`src/rtl/fx_expander.sv`:
```
// Stereo downward expander / noise gate: peak envelope follower, five-state gate
// machine and per-sample gain ramp, two pipeline stages from sample_en to out_valid.
`timescale 1ns/1ps
module fx_expander #(
    parameter int unsigned DATA_W       = 16,
    parameter int unsigned PARAM_W      = 7,
    parameter int unsigned HOLD_SAMPLES = 480,
    parameter int unsigned ENV_DECAY    = 6
) (
    input  logic                        clk,
    input  logic                        reset,
    input  logic                        sample_en,
    input  logic [1:0][DATA_W-1:0]      audio_in,
    output logic [1:0][DATA_W-1:0]      audio_out,
    output logic                        out_valid,
    input  logic [PARAM_W-1:0]          threshold,
    input  logic [PARAM_W-1:0]          ratio,
    input  logic [PARAM_W-1:0]          attack,
    input  logic [PARAM_W-1:0]          release_rate,
    output logic                        gate_open
);
    localparam int unsigned MAG_W     = DATA_W - 1;
    localparam int unsigned GAIN_W    = DATA_W;
    localparam int unsigned PROD_W    = DATA_W + GAIN_W + 1;
    localparam int unsigned THR_SHIFT = DATA_W - 1 - PARAM_W;
    localparam int unsigned HOLD_W    = $clog2(HOLD_SAMPLES + 1);
    localparam logic [GAIN_W-1:0]  UNITY     = GAIN_W'(1) << (DATA_W - 1);
    localparam logic [PARAM_W-1:0] P_MAX     = '1;
    localparam logic [HOLD_W-1:0]  HOLD_LAST = HOLD_W'(HOLD_SAMPLES - 1);

    typedef enum logic [2:0] {
        ST_OPEN,
        ST_HOLD,
        ST_CLOSING,
        ST_CLOSED,
        ST_OPENING
    } state_t;

    state_t              state, state_next;
    logic [GAIN_W-1:0]   g, g_next;
    logic [MAG_W-1:0]    env, env_next;
    logic [HOLD_W-1:0]   hold_cnt, hold_next;
    logic [1:0][DATA_W-1:0] s1_audio;
    logic                s1_valid;

    logic [MAG_W-1:0]    mag_l, mag_r, peak, dec, env_dec, env_new, thr;
    logic                above;
    logic [GAIN_W-1:0]   floor_g, atk_step, rel_step, g_dn, g_rel, g_atk;
    logic [GAIN_W:0]     g_sum;
    state_t              close_state, open_state;
    logic signed [PROD_W-1:0] prod_l, prod_r;
    logic                unused_bits;

    // Absolute value; the most negative code saturates to full scale.
    function automatic logic [MAG_W-1:0] magnitude(input logic [DATA_W-1:0] x);
        logic [DATA_W-1:0] neg;
        neg = ~x + DATA_W'(1);
        if (!x[DATA_W-1])
            return x[MAG_W-1:0];
        else if (x[MAG_W-1:0] == '0)
            return '1;
        else
            return neg[MAG_W-1:0];
    endfunction

    always_comb begin
        mag_l = magnitude(audio_in[0]);
        mag_r = magnitude(audio_in[1]);
        peak  = (mag_l > mag_r) ? mag_l : mag_r;
        dec   = env >> ENV_DECAY;
        if (env != '0 && dec == '0)
            dec = MAG_W'(1);
        env_dec = env - dec;
        env_new = (peak > env_dec) ? peak : env_dec;
        thr     = MAG_W'(threshold) << THR_SHIFT;
        above   = (env_new >= thr);

        floor_g  = (ratio == '0) ? UNITY : (GAIN_W'(P_MAX - ratio) << THR_SHIFT);
        atk_step = UNITY >> attack[PARAM_W-1:PARAM_W-4];
        rel_step = UNITY >> release_rate[PARAM_W-1:PARAM_W-4];

        // Closing rule: saturating step down, never below the floor.
        g_dn        = (g >= rel_step) ? (g - rel_step) : '0;
        g_rel       = (g_dn < floor_g) ? floor_g : g_dn;
        close_state = (g_rel == floor_g) ? ST_CLOSED : ST_CLOSING;

        g_sum      = {1'b0, g} + {1'b0, atk_step};
        g_atk      = (g_sum >= {1'b0, UNITY}) ? UNITY : g_sum[GAIN_W-1:0];
        open_state = (g_atk == UNITY) ? ST_OPEN : ST_OPENING;
    end

    always_comb begin
        state_next = state;
        g_next     = g;
        env_next   = env;
        hold_next  = hold_cnt;
        if (sample_en) begin
            env_next = env_new;
            case (state)
                ST_OPEN: begin
                    g_next = UNITY;
                    if (!above) begin
                        state_next = ST_HOLD;
                        hold_next  = '0;
                    end
                end
                ST_HOLD: begin
                    if (above) begin
                        state_next = ST_OPEN;
                    end else if (hold_cnt == HOLD_LAST) begin
                        state_next = close_state;
                        g_next     = g_rel;
                    end else begin
                        hold_next = hold_cnt + HOLD_W'(1);
                    end
                end
                ST_CLOSING: begin
                    if (above) begin
                        state_next = open_state;
                        g_next     = g_atk;
                    end else begin
                        state_next = close_state;
                        g_next     = g_rel;
                    end
                end
                ST_CLOSED: begin
                    g_next = floor_g;
                    if (above) begin
                        state_next = open_state;
                        g_next     = g_atk;
                    end
                end
                ST_OPENING: begin
                    if (!above) begin
                        state_next = close_state;
                        g_next     = g_rel;
                    end else begin
                        state_next = open_state;
                        g_next     = g_atk;
                    end
                end
                default: state_next = ST_OPEN;
            endcase
        end
    end

    always_ff @(posedge clk) begin
        if (reset)
            state <= ST_OPEN;
        else
            state <= state_next;
    end

    // Stage 2 multiplies the stage-1 sample by the gain computed from it.
    always_comb begin
        prod_l = $signed(s1_audio[0]) * $signed({1'b0, g});
        prod_r = $signed(s1_audio[1]) * $signed({1'b0, g});
    end

    always_ff @(posedge clk) begin
        if (reset) begin
            g         <= UNITY;
            env       <= '0;
            hold_cnt  <= '0;
            gate_open <= 1'b1;
            s1_audio  <= '0;
            s1_valid  <= 1'b0;
            audio_out <= '0;
            out_valid <= 1'b0;
        end else begin
            g         <= g_next;
            env       <= env_next;
            hold_cnt  <= hold_next;
            gate_open <= (state_next == ST_OPEN) || (state_next == ST_HOLD);
            s1_valid  <= sample_en;
            if (sample_en)
                s1_audio <= audio_in;
            out_valid <= s1_valid;
            if (s1_valid) begin
                audio_out[0] <= prod_l[DATA_W+DATA_W-2:DATA_W-1];
                audio_out[1] <= prod_r[DATA_W+DATA_W-2:DATA_W-1];
            end
        end
    end

    assign unused_bits = ^{attack[PARAM_W-5:0], release_rate[PARAM_W-5:0],
                           prod_l[PROD_W-1:DATA_W+DATA_W-1], prod_l[DATA_W-2:0],
                           prod_r[PROD_W-1:DATA_W+DATA_W-1], prod_r[DATA_W-2:0]};

endmodule

```
`config.mk`:
```
export PLATFORM = sky130hd
export DESIGN_NAME = fx_expander
export DESIGN_NICKNAME = d
export VERILOG_FILES = /design/src/rtl/fx_expander.sv
export SDC_FILE = /design/constraint.sdc
export NUM_CORES = 2
export LEC_CHECK = 0
export ABC_CLOCK_PERIOD_IN_PS = 8580
export CAP_MARGIN = 20
export CORE_ASPECT_RATIO = 1.4
export CORE_UTILIZATION = 58
export CTS_BUF_LIST = sky130_fd_sc_hd__clkbuf_16
export DETAILED_ROUTE_END_ITERATION = 8
export HOLD_SLACK_MARGIN = 0.12
export PLACE_DENSITY = 0.79
export RECOVER_POWER = 25
export SLEW_MARGIN = 5
export SYNTH_ARGS = -nofsm -noshare
export SYNTH_HDL_FRONTEND = slang
export SYNTH_SLANG_ARGS = --single-unit
export TNS_END_PERCENT = 30
```
`constraint.sdc`:
```
create_clock -name clk -period 8.58 [get_ports clk]
set_clock_uncertainty 0.1 [all_clocks]
set_input_delay 1.716 -clock clk [delete_from_list [all_inputs] [get_ports clk]]
set_output_delay 1.716 -clock clk [all_outputs]
set_load 0.02 [all_outputs]
```
After elaboration in Yosys (flattened, before gate mapping)

Index checks and enable logic that the tools add are counted.
Widths: inputs -> output; s select.

Output and inout bits: 34
Input port bits: 63
Word-level logic and storage cells: 85
Register bits: 110

Equality and inequality tests: 12
Muxes and demuxes: 29
Reduce and logical (&&, ||, !) cells: 14
Shift-type cells: 2
Magnitude comparators: 6
Multiply operators: 2
Bitwise operators: 2
Add/subtract/negate cells: 7

Operators with widths:

| cell                  | count |
|---|---|
| $mux 16               | 8 |
| $mux 15               | 6 |
| $pmux 16 s4           | 1 |
| $mul 16x17->31        | 2 |
| $logic_not 15->1      | 3 |
| $mux 9                | 4 |
| $shr 16x4->16 const A | 2 |
| $add 15x1->15 const B | 2 |
| $gt 15x15->1          | 2 |
| $not 15->15           | 2 |
| $mux 3                | 7 |
| $pmux 9 s2            | 1 |
| $add 16x16->17        | 1 |
| $ge 17x16->1 const B  | 1 |
| $eq 16x16->1          | 1 |
| $eq 16x16->1 const B  | 1 |
| $ge 16x16->1          | 1 |
| $lt 16x16->1          | 1 |
| $sub 16x16->16        | 1 |
| $ge 15x15->1          | 1 |
| $reduce_bool 15->1    | 1 |
| $sub 15x15->15        | 1 |
| $pmux 3 s4            | 1 |
| $add 9x1->9 const B   | 1 |
| 16 further kinds      | 22 |

Longest topological paths before layout

Depth in word-level cells: 14
Gate-level depth with buffers: 38

Worst setup path after synthesis

Ideal clock, no wire load.

Path kind: input port to flip-flop
Start: input audio_in[21] in the netlist's numbering
End: register g[10]
Cell stages on the path: 33
Setup time: 122 ps
Arrival: 8921 ps
Slack: -563 ps
Cell sequence: clkbuf_1 -> or4_1 -> nor3_2 -> nand2_1 -> o311ai_0 -> o21ai_0 -> ha_1 -> nand4_1 -> or4_1 -> o31a_1 -> buf_2 -> clkbuf_1 -> o21ai_0 -> ha_1 -> a211oi_1 -> o221ai_1 -> a31oi_1 -> a221o_1 -> clkbuf_1 -> clkbuf_1 -> a21oi_1 -> ha_1 -> nand4_1 -> nor2_1 -> nand4_1 -> or4_1 -> a211o_1 -> buf_6 -> and3_1 -> o21a_1 -> and2_1 -> buf_2 -> a221o_1

Cells in the longest elaborated chain, start to end: 11
Elaborated cells on any way between the ends: 15
Those cells by class: add/sub: 1; order compare: 3; eq/ne: 1; mux: 7; bitwise: 1; reduce/logical: 2

RTL lines:

| element                                                | RTL line | source |
|---|---|---|
| start: declaration                                     | 13       | `input logic [1:0][DATA_W-1:0] audio_in,` |
| $not 15->15                                            | 57       | `neg = ~x + DATA_W'(1);` |
| $add 15x1->15                                          | 57       |  |
| $mux 15                                                | 60       | `else if (x[MAG_W-1:0] == '0)` |
| $mux 15 *                                              | 58       | `if (!x[DATA_W-1])` |
| $gt 15x15->1                                           | 69       | `peak = (mag_l > mag_r) ? mag_l : mag_r;` |
| $mux 15 *                                              | 69       |  |
| $gt 15x15->1                                           | 74       | `env_new = (peak > env_dec) ? peak : env_dec;` |
| $mux 15 *                                              | 74       |  |
| via env_new[14]                                        | 46       | `logic [MAG_W-1:0] mag_l, mag_r, peak, dec, env_dec, env_new, thr;` |
| $ge 15x15->1 *                                         | 76       | `above = (env_new >= thr);` |
| $mux 16, or another cell as far along                  | 118, 134 |  |
| $pmux 16 s4 / $reduce_and 4->1 (equally long branches) | -        |  |
| end signal: assignment                                 | 171      | `g <= g_next;` |
| end: declaration                                       | 40       | `logic [GAIN_W-1:0] g, g_next;` |

The timed path passes the listed nets; every way through them passes the cells marked *.
A chain may end at the register's enable or synchronous reset.

Worst setup path after layout

Start: input audio_in[11] in the netlist's numbering
End: register g[9]

The elaborated chain is that of the path after synthesis.

==> reports/qor.csv <==
metric;value;unit
post_route_cells_drive_above_1_share;0.1100;
hold_buffers;0;
timing.final.crit_share;1.021;
worstHoldPathType;reg2reg;
post_synth_edffs;0;
synth-compound-area-share;0.09841;
final-max-slew-violation-count;0;
total_routing_usage_reported_by_global_routing;0.3338;
cts.root.buffer_cell;sky130_fd_sc_hd__clkbuf_16;
stdcell_area;28700;um2
route.detailed.vias_per_inst;5.837;
layout.core_utilization;0.6763;
grt_max_degree;92;
synthToLayoutAreaGrowth;14.45;%
achievable-frequency;114.1;MHz
clock_network_fraction_of_design_power;0.111;
ioPinCount;97;
cts-buffers-inserted;9;
ctsLongestPathBuffers;2;
synth-seq-area-share;0.08783;
cts_tree;yes;
slew_worst_pin;1.125;ns
post_route_antenna_net_violation_count;0;
detailed_place.area;27570;um2
seq_power_share;0.163;
die_area;44070;um2
power_frac_comb;0.725;
setup_violations;18;
wire_per_inst;18.92;um
initial_core_util;0.5909;
grt_first_pass_wirelength;114700;um
yosysWarnings;0;
post-dp-hpwl;55540;um
drt_first_pass_iters;5;
synth_fp_nets;3759;
yosys.area_share.simple;0.1900;
synthXorXnorAreaFrac;0.03074;
maximum_capacitance_violations;0;
worstSetupEndpointType;flip-flop;
vias_in_the_first_global_route;23570;
switching_power;1.852;mW
relSlewSlack;0.2503;
postSynthAreaPerCell;8.349;um2
critical_path.slowest_cell;sky130_fd_sc_hd__or4_4;
first_iter_violations;1273;
dr_total_vias;21810;
p_int;2.098;mW
ir_worst_vdd;256.2;uV
failed_checks;negative setup slack;
critPathKind;in2reg;
clkLatencyLatePin;0.39;ns
critical_path_start_type;input port;
syn_area;25070;um2
power.density;137.7;nW/um2
unrepaired_setup_endpoints_after_global_routing;true;
clkSlewWorstSetupHoldPaths;0.08;ns
synth.area.mux_share;0.02780;
ys_dominant_reg_cell;sky130_fd_sc_hd__dfxtp_1;
yosys_register_bits;110;
nNetsFinal;3942;
critPathMaxFanout;8;
combinational_family_with_the_most_area_after_synthesis;adder cells;
gp_routability_congestion;0.9286;
finalWorstSetupSlack;-0.1812;ns
report.final.hold_viol_count;0;
grt_overflow_total;0;
wl;70710;um
chipWidth;177.7;um
crit_required;8.76;ns
async_reset_ff_frac;0;
yosys.area_share.adder;0.4623;
buffers_on_ports;90;
numClockSinks;110;
power.leakage;13.97;nW
htreeDepth;3;
design.core.area;42430;um2
setup_total_negative_slack;-2.139;ns
cpPeakStageDelay;0.57;ns
core.rowCount;89;
status;finished, violations left;
dieHeight;248;um
netlist_instances;3003;
post-route-min-period;8.761;ns
drc;0;
synthDistinctLibCells;81;
worst_ep_arrival_time;8.94;ns
power.share.switching;0.4688;
antenna_diode_count;0;
antenna_found_initial;1;
[power groups by stage]
stage / clock network [mW] / logic, mW / registers [mW]
2_1_floorplan: 0 / 1.53 / 0.617
3_3_place_gp: 0 / 2.15 / 0.648
3_5_place_dp: 0 / 2.22 / 0.651
4_1_cts: 0.448 / 2.45 / 0.640
5_1_grt: 0.462 / 3.13 / 0.648
6_report: 0.440 / 2.87 / 0.644
[synthesized netlist by cell type (18+ instances only)]
| cell type | number | area share |
|---|---|---|
| sky130_fd_sc_hd__inv_1 | 539 | 0.081 |
| sky130_fd_sc_hd__xnor2_1 | 60 | 0.021 |
| sky130_fd_sc_hd__nand4_1 | 19 | 0.0047 |
| sky130_fd_sc_hd__xor2_1 | 28 | 0.0098 |
| sky130_fd_sc_hd__nor3_1 | 36 | 0.0072 |
| sky130_fd_sc_hd__nand2b_1 | 40 | 0.010 |
| sky130_fd_sc_hd__nand3_1 | 35 | 0.0070 |
| sky130_fd_sc_hd__and2_1 | 190 | 0.047 |
| sky130_fd_sc_hd__a21o_1 | 28 | 0.0084 |
| sky130_fd_sc_hd__nor2_1 | 175 | 0.026 |
| sky130_fd_sc_hd__dfxtp_1 | 110 | 0.088 |
| sky130_fd_sc_hd__o21ai_0 | 75 | 0.015 |
| sky130_fd_sc_hd__mux2i_1 | 64 | 0.026 |
| sky130_fd_sc_hd__fa_1 | 389 | 0.31 |
| sky130_fd_sc_hd__nor2b_1 | 24 | 0.0060 |
| sky130_fd_sc_hd__clkbuf_1 | 124 | 0.019 |
| sky130_fd_sc_hd__a211oi_1 | 22 | 0.0066 |
| sky130_fd_sc_hd__nand2_1 | 408 | 0.061 |
| sky130_fd_sc_hd__ha_1 | 304 | 0.15 |
| sky130_fd_sc_hd__a21oi_1 | 87 | 0.017 |
| sky130_fd_sc_hd__o21a_1 | 18 | 0.0054 |
[critical path: cells and delay by family]
kind | cells | cell delay [ns]
AO/OA/AOI/OAI | 15 | 3.42
adder cells (fa/ha/maj) | 3 | 0.70
buffers and inverters | 5 | 0.93
AND/OR/NAND/NOR | 8 | 2.14
[logic make-up after synthesis]
| group | after synthesis |
|---|---|
| flops | 110 |
| simple gates | 995 |
| compound gates | 368 |
| fa+ha+maj | 693 |
| xor+xnor | 88 |
| mux | 69 |
| buf+inv | 680 |
[what timing repair did]
action,4_1_cts,5_1_grt
cloned,4,0
buffers inserted,14,22
hold endpoints to repair,0,0
resized for setup,81,89
pin swaps,35,68
setup endpoints to repair,29,29
[stage by stage]
stage / std cells / hold slack (ns) / worst slack, ns / total power [mW]
global route: 3737 / 0.3988 / -0.5023 / 4.240
CTS: 3716 / 0.3722 / -0.2669 / 3.537
detailed placement: 3682 / 0.3507 / -1.357 / 2.869
global placement: 3682 / 0.3401 / -1.184 / 2.802
floorplan: 3003 / 0.3492 / 0.001358 / 2.146
finish: 3737 / 0.3682 / -0.1812 / 3.950
[area by class of cell]
type	count	area [um2]
flip-flops and latches	110	2203
multi-input cells	2215	20850
fillers	3247	13730
clock inverters	7	67.56
repair buffers	310	2625
inverters	540	2039
well taps	546	683.2
clock buffers	9	225.2
[routing by layer]
| metal | global-route usage | vias to the layer above | share of wire |
|---|---|---|---|
| li1 | - | 9911 | - |
| met1 | 0.3591 | 10750 | 0.35 |
| met2 | 0.5995 | 846 | 0.52 |
| met3 | 0.04596 | 305 | 0.056 |
| met4 | 0.2353 | 2 | 0.074 |
| met5 | 0 | - | 0.00011 |
[path summary, 6_finish.rpt]
kind | start | end | slack [ns] | cells after the start
min | audio_out[13] | audio_out[13] | 0.37 | 2
max | audio_in[11] | g[9] | -0.18 | 31
min reg2reg | audio_out[13] | audio_out[13] | 0.37 | 2
max reg2reg | s1_audio[8] | audio_out[15] | 0.64 | 23
[state kept, by name, summed over array words and instances (netlist names), 2 cells and up, named ones only]
name	cells
env	15
state	2
s1_audio	32
g	16
audio_out	32
hold_cnt	9
[layout by cell type, fill, tap and decap left out, drive strengths merged, types with 35 or more instances in the layout]
| cell | synthesis | routed |
|---|---|---|
| nand3 | 35 | 35 |
| xnor2 | 60 | 60 |
| ha | 304 | 304 |
| nand2 | 408 | 408 |
| a21oi | 87 | 87 |
| o21ai | 79 | 79 |
| mux2i | 64 | 64 |
| nor2 | 175 | 175 |
| buf | 16 | 224 |
| inv | 539 | 542 |
| nor3 | 37 | 37 |
| clkdlybuf4s50 | 0 | 67 |
| nand2b | 40 | 40 |
| fa | 389 | 389 |
| and2 | 192 | 192 |
| dfxtp | 110 | 110 |
(Power assumes the default switching activity.)
